--- config.mk ---
export PLATFORM = sky130hd
export DESIGN_NAME = alu_sequencer_flat
export DESIGN_NICKNAME = d
export VERILOG_FILES = /design/src/rtl/alu_seq_pkg.sv /design/src/rtl/alu_seq_if.sv /design/src/rtl/alu_seq_imem.sv /design/src/rtl/alu_sequencer.sv /design/src/flat_wrapper.sv
export SDC_FILE = /design/constraint.sdc
export NUM_CORES = 1
export LEC_CHECK = 0
export BUFFER_PORTS_ARGS = -buffer_cell sky130_fd_sc_hd__buf_2
export CAP_MARGIN = 10
export CORE_MARGIN = 3
export CORE_UTILIZATION = 47
export CTS_CLUSTER_SIZE = 28
export DETAILED_ROUTE_END_ITERATION = 12
export PLACE_DENSITY = 0.66
export SETUP_SLACK_MARGIN = 0.2
export SLEW_MARGIN = 20
export SYNTH_ARGS = -nofsm -noshare
export SYNTH_HDL_FRONTEND = slang
export SYNTH_HIERARCHICAL = 1
export SYNTH_SLANG_ARGS = --single-unit
export TNS_END_PERCENT = 30
--- constraint.sdc ---
create_clock -name clk -period 2.8 [get_ports clk]
set_clock_uncertainty 0.05 [all_clocks]
set_input_delay 0.56 -clock clk [delete_from_list [all_inputs] [get_ports clk]]
set_output_delay 0.56 -clock clk [all_outputs]
set_load 0.1 [all_outputs]
--- src/rtl/alu_seq_pkg.sv ---
// Shared encodings for the ALU program sequencer: instruction classes,
// FSM states and instruction-word field positions.
package alu_seq_pkg;

  typedef enum logic [1:0] {
    CL_LOAD = 2'b00,
    CL_EXEC = 2'b01,
    CL_LOOP = 2'b10,
    CL_HALT = 2'b11
  } cls_e;

  typedef enum logic [1:0] {
    IDLE,
    FETCH,
    ISSUE,
    WAIT
  } state_e;

  localparam int unsigned CLS_HI   = 15;
  localparam int unsigned CLS_LO   = 14;
  localparam int unsigned CIN_BIT  = 13;
  localparam int unsigned COUT_BIT = 12;
  localparam int unsigned REG_HI   = 10;
  localparam int unsigned REG_LO   = 8;
  localparam int unsigned DATA_HI  = 7;
  localparam int unsigned DATA_LO  = 0;
  localparam int unsigned OP_HI    = 3;
  localparam int unsigned OP_LO    = 0;
  localparam int unsigned CNT_HI   = 7;
  localparam int unsigned CNT_LO   = 4;
  localparam int unsigned TGT_HI   = 3;
  localparam int unsigned TGT_LO   = 0;

endpackage

--- src/rtl/alu_seq_if.sv ---
// Host programming bus and datapath strobe bus of the ALU sequencer.
interface alu_seq_if #(
  parameter int unsigned AW = 4
);
  logic          prog_we;
  logic [AW-1:0] prog_addr;
  logic [15:0]   prog_data;
  logic          dp_ce;
  logic          dp_load;
  logic [7:0]    dp_opcode;
  logic [7:0]    dp_data;
  logic          dp_cin;
  logic          dp_cout;

  modport master (
    output prog_we, prog_addr, prog_data,
    input  dp_ce, dp_load, dp_opcode, dp_data, dp_cin, dp_cout
  );

  modport slave (
    input  prog_we, prog_addr, prog_data,
    output dp_ce, dp_load, dp_opcode, dp_data, dp_cin, dp_cout
  );
endinterface

--- src/rtl/alu_seq_imem.sv ---
// Instruction buffer: single write port, synchronous read into the
// instruction register (the register resets, the array does not).
module alu_seq_imem #(
  parameter int unsigned DEPTH = 16,
  parameter int unsigned AW    = 4
) (
  input  logic          clk,
  input  logic          rst,
  input  logic          we,
  input  logic [AW-1:0] wr_addr,
  input  logic [15:0]   wr_data,
  input  logic          rd_en,
  input  logic [AW-1:0] rd_addr,
  output logic [15:0]   rd_data
);
  logic [15:0] mem [DEPTH];

  always_ff @(posedge clk) begin
    if (we) mem[wr_addr] <= wr_data;
  end

  always_ff @(posedge clk or posedge rst) begin
    if (rst)        rd_data <= '0;
    else if (rd_en) rd_data <= mem[rd_addr];
  end
endmodule

--- src/rtl/alu_sequencer.sv ---
// Program sequencer: fetches instructions from the buffer and drives the
// datapath strobes, with one hardware loop, HALT and run-off detection.
module alu_sequencer
  import alu_seq_pkg::*;
#(
  parameter int unsigned DEPTH  = 16,
  parameter int unsigned AW     = 4,
  parameter int unsigned OP_LAT = 3
) (
  input  logic          clk,
  input  logic          rst,
  alu_seq_if.slave      bus,
  input  logic          start,
  input  logic          abort,
  output logic          busy,
  output logic          done,
  output logic          err,
  output logic [AW-1:0] pc
);
  localparam int unsigned WW = (OP_LAT < 2) ? 1 : $clog2(OP_LAT + 1);

  state_e        state, state_n;
  logic [AW-1:0] pc_n;
  logic [3:0]    lc, lc_n;
  logic          lact, lact_n;
  logic [WW-1:0] wcnt, wcnt_n;
  logic          done_n, err_n, fetch;
  logic          step;
  state_e        step_to;
  logic [15:0]   ir;
  cls_e          cls;
  logic [AW-1:0] tgt;
  logic [3:0]    cnt;
  logic          ce, load, cin, cout;
  logic [7:0]    opcode, data;
  logic          unused_ir11;

  assign busy        = (state != IDLE);
  assign cls         = cls_e'(ir[CLS_HI:CLS_LO]);
  assign tgt         = AW'(ir[TGT_HI:TGT_LO]);
  assign cnt         = ir[CNT_HI:CNT_LO];
  assign unused_ir11 = ir[11];

  alu_seq_imem #(.DEPTH(DEPTH), .AW(AW)) u_imem (
    .clk     (clk),
    .rst     (rst),
    .we      (bus.prog_we & ~busy),
    .wr_addr (bus.prog_addr),
    .wr_data (bus.prog_data),
    .rd_en   (fetch),
    .rd_addr (pc),
    .rd_data (ir)
  );

  always_ff @(posedge clk or posedge rst) begin
    if (rst) begin
      state <= IDLE;
      pc    <= '0;
      lc    <= '0;
      lact  <= 1'b0;
      wcnt  <= '0;
      done  <= 1'b0;
      err   <= 1'b0;
    end else begin
      state <= state_n;
      pc    <= pc_n;
      lc    <= lc_n;
      lact  <= lact_n;
      wcnt  <= wcnt_n;
      done  <= done_n;
      err   <= err_n;
    end
  end

  always_comb begin
    state_n = state;
    pc_n    = pc;
    lc_n    = lc;
    lact_n  = lact;
    wcnt_n  = wcnt;
    done_n  = 1'b0;
    err_n   = err;
    fetch   = 1'b0;
    step    = 1'b0;
    step_to = FETCH;
    ce      = 1'b0;
    load    = 1'b0;
    opcode  = '0;
    data    = '0;
    cin     = 1'b0;
    cout    = 1'b0;

    unique case (state)
      IDLE: begin
        if (start) begin
          // A stale loop from an aborted run must not leak into the next one.
          pc_n    = '0;
          err_n   = 1'b0;
          lc_n    = '0;
          lact_n  = 1'b0;
          state_n = FETCH;
        end
      end
      FETCH: begin
        fetch   = 1'b1;
        state_n = ISSUE;
      end
      ISSUE: begin
        unique case (cls)
          CL_LOAD: begin
            ce     = 1'b1;
            load   = 1'b1;
            opcode = {1'b0, ir[REG_HI:REG_LO], 4'b0000};
            data   = ir[DATA_HI:DATA_LO];
            step   = 1'b1;
          end
          CL_EXEC: begin
            ce      = 1'b1;
            opcode  = {1'b0, ir[REG_HI:REG_LO], ir[OP_HI:OP_LO]};
            cin     = ir[CIN_BIT];
            cout    = ir[COUT_BIT];
            wcnt_n  = WW'(OP_LAT);
            step    = 1'b1;
            step_to = (OP_LAT == 0) ? FETCH : WAIT;
          end
          CL_LOOP: begin
            state_n = FETCH;
            if (!lact) begin
              if (cnt == 4'd0) begin
                step = 1'b1;
              end else begin
                lc_n   = cnt;
                lact_n = 1'b1;
                pc_n   = tgt;
              end
            end else begin
              lc_n = lc - 4'd1;
              if (lc != 4'd1) begin
                pc_n = tgt;
              end else begin
                lact_n = 1'b0;
                step   = 1'b1;
              end
            end
          end
          CL_HALT: begin
            done_n  = 1'b1;
            state_n = IDLE;
          end
        endcase
      end
      WAIT: begin
        wcnt_n = wcnt - WW'(1);
        if (wcnt <= WW'(1)) state_n = FETCH;
      end
    endcase

    // Sequential advance: stepping past the last entry terminates with err.
    if (step) begin
      if (pc == AW'(DEPTH - 1)) begin
        err_n   = 1'b1;
        done_n  = 1'b1;
        state_n = IDLE;
      end else begin
        pc_n    = pc + AW'(1);
        state_n = step_to;
      end
    end

    if (abort) begin
      state_n = IDLE;
      pc_n    = pc;
      lc_n    = lc;
      lact_n  = lact;
      wcnt_n  = wcnt;
      err_n   = err;
      done_n  = 1'b0;
      fetch   = 1'b0;
      ce      = 1'b0;
    end
  end

  assign bus.dp_ce     = ce;
  assign bus.dp_load   = load;
  assign bus.dp_opcode = opcode;
  assign bus.dp_data   = data;
  assign bus.dp_cin    = cin;
  assign bus.dp_cout   = cout;
endmodule

--- src/flat_wrapper.sv ---
// flat-port wrapper written by rule: the top's interface ports become plain ports
module alu_sequencer_flat import alu_seq_pkg::*;
#(
  parameter int unsigned DEPTH  = 16,
  parameter int unsigned AW     = 4,
  parameter int unsigned OP_LAT = 3
)
  (clk, rst, start, abort, busy, done, err, pc, bus_prog_we, bus_prog_addr, bus_prog_data, bus_dp_ce, bus_dp_load, bus_dp_opcode, bus_dp_data, bus_dp_cin, bus_dp_cout);
  alu_seq_if #(.AW(AW)) bus_i ();
  input  logic clk;
  input  logic rst;
  input  logic start;
  input  logic abort;
  output logic busy;
  output logic done;
  output logic err;
  output logic [AW-1:0] pc;
  input wire logic [$bits(bus_i.prog_we)-1:0] bus_prog_we;
  input wire logic [$bits(bus_i.prog_addr)-1:0] bus_prog_addr;
  input wire logic [$bits(bus_i.prog_data)-1:0] bus_prog_data;
  output wire logic [$bits(bus_i.dp_ce)-1:0] bus_dp_ce;
  output wire logic [$bits(bus_i.dp_load)-1:0] bus_dp_load;
  output wire logic [$bits(bus_i.dp_opcode)-1:0] bus_dp_opcode;
  output wire logic [$bits(bus_i.dp_data)-1:0] bus_dp_data;
  output wire logic [$bits(bus_i.dp_cin)-1:0] bus_dp_cin;
  output wire logic [$bits(bus_i.dp_cout)-1:0] bus_dp_cout;
  assign bus_i.prog_we = bus_prog_we;
  assign bus_i.prog_addr = bus_prog_addr;
  assign bus_i.prog_data = bus_prog_data;
  assign bus_dp_ce = bus_i.dp_ce;
  assign bus_dp_load = bus_i.dp_load;
  assign bus_dp_opcode = bus_i.dp_opcode;
  assign bus_dp_data = bus_i.dp_data;
  assign bus_dp_cin = bus_i.dp_cin;
  assign bus_dp_cout = bus_i.dp_cout;
  alu_sequencer #(.DEPTH(DEPTH), .AW(AW), .OP_LAT(OP_LAT)) u_core (.clk(clk), .rst(rst), .bus(bus_i), .start(start), .abort(abort), .busy(busy), .done(done), .err(err), .pc(pc));
endmodule
== Yosys cells after proc, flatten, opt, wreduce, memory -nomap -nowiden ==
Memory sizes are Yosys's and may differ from the RTL's. A register that Yosys moved wholly into a read port is not among the register bits.
Cells that the tools add are included.

* Add/subtract/negate cells: 3
* Reductions and logical operators: 11
* Equal/unequal tests: 15
* $lt $le $gt $ge: 1
* Multiplexer cells: 61
* Bitwise logic cells: 3

{| class="wikitable"
|+ Operators by type and width
! kind !! count
|-
| 4-bit two-way mux || 11
|-
| 1-bit two-way mux || 31
|-
| 8-bit two-way mux || 3
|-
| 2-bit two-way mux || 8
|-
| 4-bit case mux with 2 select lines || 2
|-
| 7-bit case mux with 2 select lines || 1
|-
| 2-bit == test (second input constant) || 4
|-
| 2-bit case mux with 2 select lines || 2
|-
| 2-bit case mux with 4 select lines || 1
|-
| 3-bit AND reduction || 2
|-
| 2-bit nonzero test || 3
|-
| 5-bit by 3-bit != test with 1-bit output (second input constant) || 1
|-
| 5-bit AND reduction || 1
|-
| 4-bit by 1-bit adder with 4-bit output (second input constant) || 1
|-
| 2-bit by 1-bit == test with 1-bit output (second input constant) || 2
|-
| 4-bit == test (second input constant) || 1
|-
| 2-bit logical NOT || 2
|-
| 4-bit logical NOT || 1
|-
| 2-bit != test (second input constant) || 2
|-
| 4-bit by 1-bit != test with 1-bit output (second input constant) || 1
|-
| 4-bit by 2-bit != test with 1-bit output (second input constant) || 1
|-
| 4-bit by 3-bit != test with 1-bit output (second input constant) || 1
|-
| 1-bit case mux with 2 select lines || 2
|-
| 4-bit AND reduction || 1
|-
| 8 further kinds || 9
|}

* Register bits after elaboration: 15
* Word-level logic and storage cells: 102
* Memories: 1
* Bits in writable memories: 256
* Bits of input ports: 25
* Output and inout port bits: 27

{| class="wikitable"
|+ Memories
! memory !! depth !! width !! read ports !! clocked after memory_dff !! wr ports !! RTL line !! text
|-
| u_core.u_imem.mem || 16 || 16 || 1 || 1 || 1 || alu_seq_imem.sv:16 || <nowiki>logic [15:0] mem [DEPTH];</nowiki>
|}

== Depth between registers and ports, before layout ==
Gate-level depths: netlist of the first run.

* Word-level depth: 7
* Depth in mapped cells: 7
* Depth with buffers taken out: 7

== By module ==
Netlist of the first run, hierarchy kept.

{| class="wikitable"
|+ By module, submodules not included
! module !! area each (µm²) !! seq. area each (µm²) !! cells each !! instances
|-
| alu_seq_imem || 10467.5 || 8087.8 || 453 || 1
|-
| alu_sequencer || 1152.4 || 375.4 || 144 || 1
|}

== Least setup slack after synthesis of the first run ==
Ideal clock, no wire load.

* Path type: reg2out
* Start: register u_core.u_imem.rd_data[14] (read register of u_core.u_imem.mem)
* End: output port bus_dp_data[0]
* Cell stages (with the launch flop): 4
* Buffers on the path: 1
* Setup slack: -1.716 ns
* Required time: 2.190 ns
* Arrival time: 3.906 ns
* Cell sequence: dfrtp_1 clkbuf_1 nor3_1 and2_1

* Longest elaborated chain between the ends: 3

{| class="wikitable"
|+ Ends and longest elaborated chain
! element !! RTL line !! text
|-
| from (decl) || alu_seq_imem.sv:14 || <nowiki>output logic [15:0] rd_data</nowiki>
|-
| 2-bit logical NOT || alu_sequencer.sv:109 || <nowiki>unique case (cls)</nowiki>
|-
| 8-bit two-way mux || alu_sequencer.sv:109 ||
|-
| 8-bit two-way mux || alu_sequencer.sv:93 || <nowiki>unique case (state)</nowiki>
|-
| to (decl) || flat_wrapper.sv:24 || <nowiki>output wire logic [$bits(bus_i.dp_data)-1:0] bus_dp_data;</nowiki>
|}

Every way passes these cells.

== Worst setup path after layout of the first run ==
* Start: register u_core.state[0]
* End: output port bus_dp_opcode[2]

* Longest elaborated chain between the ends: 2

{| class="wikitable"
|+ Ends and longest elaborated chain
! element !! RTL line !! text
|-
| from (decl) || alu_sequencer.sv:22 || <nowiki>state_e state, state_n;</nowiki>
|-
| from (signal assigned) || alu_sequencer.sv:65 || <nowiki>state <= state_n;</nowiki>
|-
| 2-bit == test || alu_sequencer.sv:93 ||
|-
| 8-bit two-way mux || alu_sequencer.sv:93 ||
|-
| to (decl) || flat_wrapper.sv:23 || <nowiki>output wire logic [$bits(bus_i.dp_opcode)-1:0] bus_dp_opcode;</nowiki>
|}

Every way passes these cells.

==> run metrics, run 1 <==
# IOs 52; max-cap viol count 0; GR Util met1 26.5%; first-pass GRT wire length 36.9 mm; hold buffers post-CTS 0; Syn Area/Cell 19.2 µm²; fin crit period 2.50 ns; vias per cell 5.87; slew margin rel. 45.1%; fin crit share 89.2%; FMAX 400 MHz; Slew Limit Fails 0; area of the multi-input gates 0.00288 mm²; Req. time, crit path 2.19 ns; fin cells 991; Slew @ Worst Pin 0.823 ns; Worst VDD drop 0.500 mV; insertion delay to the later sink of the worst-skew pair 0.52 ns; Reg clk slew, reported paths 0.06 ns; crit path DAT 1.89 ns; Hold Path Class primary input to async pin; clk root buf clkbuf_16; total grt overflow 0; Synth Net Count 601; routability cong. 0.976; RSZ-0062 raised after global routing false; commonest non-fill, non-tap cell in the layout edfxtp_1; H-Tree Depth 1; antenna violations before repair 0; drt drc 0; Final Hold Fails 0; PortBufs 49; GR peak layer met2; gr usage total 19.1%; Area Overhead vs Synth 18.1%; Initial DRT Pass Iterations 5; setup TNS 0 ns; area of the core 0.0228 mm²; Die X 159 µm; Setup crit end kind primary output; Cell Area, Placed 0.0120 mm²; Num CTS Buffers 28; Die Y 159 µm; Routed Antenna Nets 0; NumNets Final 685; Util after Layout 57.0%; Register Area 0.00797 mm²; die area 0.0253 mm²; placed cells 937; TritonCTS clock tree built; met2 usage 30.3%; WL final 24.1 mm; GRT met3 Usage 4.07%; Iteration-0 DRC Markers 432; final instance area 0.0130 mm²; startpoint type of the worst setup path flip-flop; share of post-route cells with drive strength above 1 36.3%; final setup fails 0; Post-Syn Instances 572; WHS 0.0702 ns; Ys Warns 6; vias 5,818; largest net degree at the start of global routing 27; Synth Cell Area 0.0110 mm²; fillcell total 1,682; Bufs on Longest Clock Path 3; DP HPWL 15.3 mm; WL per Instance 24.3 µm; Leak 0.00437 µW; outcome completed; most frequent cells in the layout edfxtp_1, mux4_2, buf_4; vias in the first global route 6,065; CP Class flip-flop to primary output; clk sinks 270; row count 55; CP max FO 11; starting density of the core 48.2%; Power Density 837 mW/mm²
-- flip-flops by register name, indices dropped and copies added (netlist names) --
name,flops
u_core/state,2
u_core/u_imem/rd_data,15
u_core/err,1
u_core/wcnt,2
u_core/done,1
u_core/pc,4
u_core/u_imem/mem,240
u_core/lact,1
u_core/lc,4
-- area by class of cell --
class                           instances  share of cell area [%]
Sequential cell                       270                    61.4
Multi-Input combinational cell        261                    22.2
Timing Repair Buffer                   86                    5.74
Antenna cell                            1                  0.0193
Clock inverter                         17                    1.46
Inverter                                9                   0.279
Clock buffer                           34                    5.97
Tap cell                              313                    3.02
-- metal layers --
metal / routed length (µm) / part of all wire (%)
met4: 898 / 3.7
met1: 10200 / 42
met3: 1740 / 7.3
met5: 0 / 0
met2: 11200 / 47
-- report_power, final --
group	internal (µW)	total (µW)	switching (µW)
sequential	4590	4900	308
clock	2330	3790	1470
combinational	924	2180	1260
-- timing repair --
action,CTS,global route
pin swaps,1,0
resized for setup,13,6
gates cloned,1,0
setup endpoints to repair,18,17
hold endpoints to repair,0,0
buffers inserted,0,1
-- final timing paths --
check                                      from                        end  slack (ns)  cells past startpoint
worst max-delay path            u_core/state[0]           bus_dp_opcode[2]        0.30                      6
worst min-delay path                        rst               u_core/lc[3]        0.07                      2
worst max register to register  u_core/state[1]   u_core/u_imem/mem[3][15]        0.32                      5
worst min register to register       u_core/err                 u_core/err        0.45                      2
max in group asynchronous                   rst  u_core/u_imem/rd_data[15]        2.13                      2
min in group clk                          abort            u_core/state[1]        0.34                      2
-- metrics by stage --
stage | setup WS [ns] | power, µW
2_1_floorplan | -0.115 | 6560
3_3_place_gp | 0.390 | 7060
3_5_place_dp | 0.322 | 7140
4_1_cts | 0.160 | 10900
5_1_grt | 0.192 | 11300
6_report | 0.302 | 10900
-- critical path: stages, from the launching register on --
cell     delay [ns]
dfrtp_2        0.46
inv_4          0.11
nand2_4        0.10
nor2_1         0.11
buf_4          0.18
and3_1         0.23
buf_12         0.19
(Power assumes the default switching activity.)
==> inputs of run 2 (changes only) <==
--- a/constraint.sdc
+++ b/constraint.sdc
@@ -3,3 +3,3 @@
 set_input_delay 0.56 -clock clk [delete_from_list [all_inputs] [get_ports clk]]
 set_output_delay 0.56 -clock clk [all_outputs]
-set_load 0.1 [all_outputs]
+set_load 0.01 [all_outputs]
==> run metrics, run 2 (synthesized netlist as in run 1, its figures left out) <==
outcome completed; most frequent cells in the layout edfxtp_1, mux4_2, buf_2; fin crit period 2.48 ns; gr usage total 18.7%; final setup fails 0; overall power 10,200 µW; Slew @ Worst Pin 0.818 ns; Worst Setup SP u_core/state[0]; vias in the first global route 6,112; Top reg by flops u_core/u_imem/mem; crit path DAT 1.87 ns; post-CTS setup buffer count 0; PortBufs 49; Iteration-0 DRC Markers 555; Slew Limit Fails 0; sw frac 26.3%; placed cells 944; Final Hold Fails 0; area of the core 0.0228 mm²; clk sinks 270; FF-to-FF path depth 5; TritonCTS clock tree built; WHS 0.0745 ns; vias 5,770; insertion delay to the later sink of the worst-skew pair 0.52 ns; NumNets Final 689; largest net degree at the start of global routing 45; WL final 23.3 mm; Diodes inserted 0; drt drc 0; Worst VDD drop 0.426 mV; commonest non-fill, non-tap cell in the layout edfxtp_1; RSZ-0062 raised after global routing false; DP HPWL 15.3 mm; Setup crit end bus_dp_cout; Num CTS Buffers 27; first-pass GRT wire length 36.5 mm; Routed Antenna Nets 0; final instance area 0.0127 mm²; WL per Instance 23.5 µm; Combinational Power Share 16.7%; RR Startpoint u_core/state[0]; startpoint type of the worst setup path flip-flop; fin cells 994; Clock Power Share 34.4%; clk root buf clkbuf_16; setup TNS 0 ns; vias per cell 5.80; FF-to-FF setup slack 0.36 ns; die area 0.0253 mm²; slew margin rel. 45.5%; Die Y 159 µm; Cell Area, Placed 0.0118 mm²; antenna violations before repair 0; Reg clk slew, reported paths 0.07 ns; Sequential Power Share 48.8%; Hold Path Class primary input to async pin; Reg-to-Reg End u_core/u_imem/mem[0][6]; share of post-route cells with drive strength above 1 34.5%; fillcell total 1,745; FMAX 404 MHz; H-Tree Depth 1; Die X 159 µm; total grt overflow 0; largest registers u_core/u_imem/mem: 240 flops, u_core/u_imem/rd_data: 15 flops; CP max FO 10; row count 55; # IOs 52; Bufs on Longest Clock Path 3; Pint 7560 µW; Initial DRT Pass Iterations 7; Power Density 807 mW/mm²; max-cap viol count 0; CP Class flip-flop to primary output; starting density of the core 48.2%; hold buffers post-CTS 0; Req. time, crit path 2.19 ns; Leak 0.00430 µW; Switch Pwr 2690 µW; routability cong. 0.894; Setup crit end kind primary output; Area Overhead vs Synth 15.6%; fin crit share 88.5%; max FFs per register 240
==> run 2: changes by cell type in the layout (fill, tap and decap cells not counted), moves of 3 or more <==
cell      delta
clkbuf_1     +3
buf_12      -12
buf_2       +19
clkinv_2     -3
and2_4       -7
dfrtp_2      -3
and2_1       +9
clkbuf_8     +3
==> run 2: metal layers <==
layer / wire length [µm] / vias up / global-route usage (%)
met2: 11700 / 242 / 31.4
met3: 1790 / 42 / 3.57
met5: 0 / - / 0
li1: - / 2516 / -
met4: 584 / 0 / 5.69
met1: 9240 / 2970 / 25.1
==> run 2: through the flow <==
stage	utilization (%)	setup WS, ns
2_1_floorplan	-	0.0769
3_3_place_gp	51.8	0.414
3_5_place_dp	51.8	0.359
4_1_cts	55.7	0.222
5_1_grt	55.7	0.227
6_report	55.7	0.322
==> run 2: layout make-up <==
cell class	count	area, µm²	area share, %
clock inverters	12	115	0.906
multi-input cells	260	2820	22.2
repair buffers	92	593	4.67
flip-flops and latches	270	7970	62.7
inverters	9	33.8	0.266
clock buffers	38	777	6.12
well taps	313	392	3.08
==> run 2: repair_timing <==
action	CTS	global route
setup endpoints to repair	9	18
gates resized for setup	1	4
endpoints found under the hold margin	0	0
==> run 2: worst min-delay path by stage <==
stage          slack, ns  cells after the start              to
2_1_floorplan       0.41                      1     u_core/done
3_3_place_gp        0.43                      1  u_core/wcnt[0]
3_5_place_dp        0.45                      2      u_core/err
4_1_cts             0.08                      2     u_core/done
5_1_grt             0.11                      2     u_core/lact
6_report            0.07                      2     u_core/lact
==> run 2: worst max-delay path: stages (launching register included) <==
cell	delay, ns
dfrtp_2	0.44
inv_2	0.12
nand2_2	0.11
nor2_1	0.11
buf_4	0.19
and3_1	0.22
buf_2	0.16
==> run 2: power groups by stage <==
stage	combinational [µW]	sequential [µW]	clock [µW]
4_1_cts	1720	5000	3600
3_3_place_gp	1660	5070	0
2_1_floorplan	1520	4790	0
5_1_grt	1860	5050	3770
6_report	1710	5000	3530
3_5_place_dp	1710	5080	0
==> inputs of run 3 (changes only) <==
Settings changed: CELL_PAD_IN_SITES_DETAIL_PLACEMENT from default to 2, CELL_PAD_IN_SITES_GLOBAL_PLACEMENT from default to 2, CORE_UTILIZATION 47 to 43, PLACE_DENSITY 0.66 to default, PLACE_DENSITY_LB_ADDON from default to 0.1.
==> run metrics, run 3 (synthesized netlist as in run 1, its figures left out) <==
PnR worst setup slack 0.297 ns; vias per cell 5.89; first-pass GRT wire length 45.3 mm; Iteration-0 DRC Markers 558; vias 5,893; slew margin rel. 32.2%; antenna violations before repair 2; pre-CTS setup slack 0.246 ns; gr usage total 22.0%; row count 57; WL per Instance 30.2 µm; final setup fails 0; hold buffers post-CTS 0; Reg clk slew, reported paths 0.06 ns; Slew @ Worst Pin 1.02 ns; CP max FO 15; commonest non-fill, non-tap cell in the layout edfxtp_1; fin crit share 89.4%; Slew Limit Fails 0; # IOs 52; Die Y 166 µm; share of post-route cells with drive strength above 1 33.1%; RR Startpoint u_core/state[0]; Die X 166 µm; Slowest Stage Delay on Critical Path 0.59 ns; die area 0.0275 mm²; TritonCTS clock tree built; Slowest cell on crit path or3b_2; final instance area 0.0127 mm²; largest registers u_core/u_imem/mem: 240 flops, u_core/u_imem/rd_data: 15 flops; insertion delay to the later sink of the worst-skew pair 0.55 ns; startpoint type of the worst setup path flip-flop; H-Tree Depth 1; FMAX 399 MHz; drt drc 0; clk root buf clkbuf_16; WL final 30.2 mm; CTS-repair resized insts 2; Power Density 825 mW/mm²; Top reg by flops u_core/u_imem/mem; vias in the first global route 6,601; area of the core 0.0247 mm²; Cell Area, Placed 0.0118 mm²; Hold Path Class primary input to async pin; setup TNS 0 ns; starting density of the core 44.4%; crit path DAT 2.66 ns; Initial DRT Pass Iterations 5; max-cap viol count 0; outcome completed; critical path buffer and inverter count 1; Req. time, crit path 2.96 ns; Final Hold Fails 0; Util after Layout 51.2%; Reg-to-Reg End u_core/u_imem/mem[1][6]; FF-to-FF setup slack 0.30 ns; fillcell total 2,171; post-CTS setup buffer count 0; fin crit period 2.50 ns; largest net degree at the start of global routing 51; FF-to-FF path depth 5; RSZ-0062 raised after global routing false; Bufs on Longest Clock Path 3; most frequent cells in the layout edfxtp_1, mux4_2, buf_2; CP Class flip-flop to flip-flop; Leak 0.00426 µW; crit-path cells or2_2 > nor2_1 > or3b_2 > nor2_2 > buf_4; Setup crit end kind flip-flop; Top Family by Delay on Critical Path simple AND/OR/NAND/NOR gates; DP HPWL 18.8 mm; max FFs per register 240; Routed Antenna Nets 0; Worst VDD drop 0.581 mV; Area Overhead vs Synth 15.4%; Num CTS Buffers 28; routability cong. 0.790; NumNets Final 683; PortBufs 49; Diodes inserted 0; clk sinks 270; total grt overflow 0
==> run 3: worst max-delay path by stage <==
stage,start,end,slack [ns],cells after the start
2_1_floorplan,u_core/state[1],u_core/u_imem/mem[8][0],0.08,5
3_3_place_gp,u_core/state[0],u_core/u_imem/mem[0][13],0.38,5
3_5_place_dp,u_core/state[0],u_core/u_imem/mem[0][10],0.25,5
4_1_cts,u_core/state[0],u_core/u_imem/mem[0][12],0.23,5
5_1_grt,u_core/state[0],bus_dp_data[4],0.21,6
6_report,u_core/state[0],u_core/u_imem/mem[1][6],0.30,5
==> run 3: cell type report <==
class | count | area [µm²] | share of cell area [%]
inverter | 9 | 33.8 | 0.266
multi-input combinational | 260 | 2820 | 22.2
tap | 324 | 405 | 3.20
timing repair buffer | 85 | 582 | 4.59
sequential | 270 | 7970 | 62.8
clock inverter | 12 | 118 | 0.928
clock buffer | 40 | 756 | 5.96
==> run 3: through the flow <==
stage               instances  total power (µW)  hold WS, ns
detailed placement        948              6970        0.456
floorplan                 572              6310        0.411
finish                   1000             10500       0.0852
global route             1000             10900        0.146
CTS                      1000             10500        0.100
global placement          948              6850        0.433
==> run 3: per-layer routing <==
layer	track usage (%)	vias to the layer above	wire, µm
met2	36.9	179	15100
met1	30.3	3175	12800
met5	0	-	7
met3	4.21	35	1690
li1	-	2502	-
met4	4.92	2	597
==> run 3: worst register-to-register path: stages, from the launching register on <==
cell	delay, ns
dfrtp_2	0.46
or2_2	0.39
nor2_1	0.26
or3b_2	0.59
nor2_2	0.12
buf_4	0.31
==> run 3: where the power goes <==
part	switching, µW	internal, µW
Clock	1500	2060
Combinational	1060	878
Sequential	366	4590
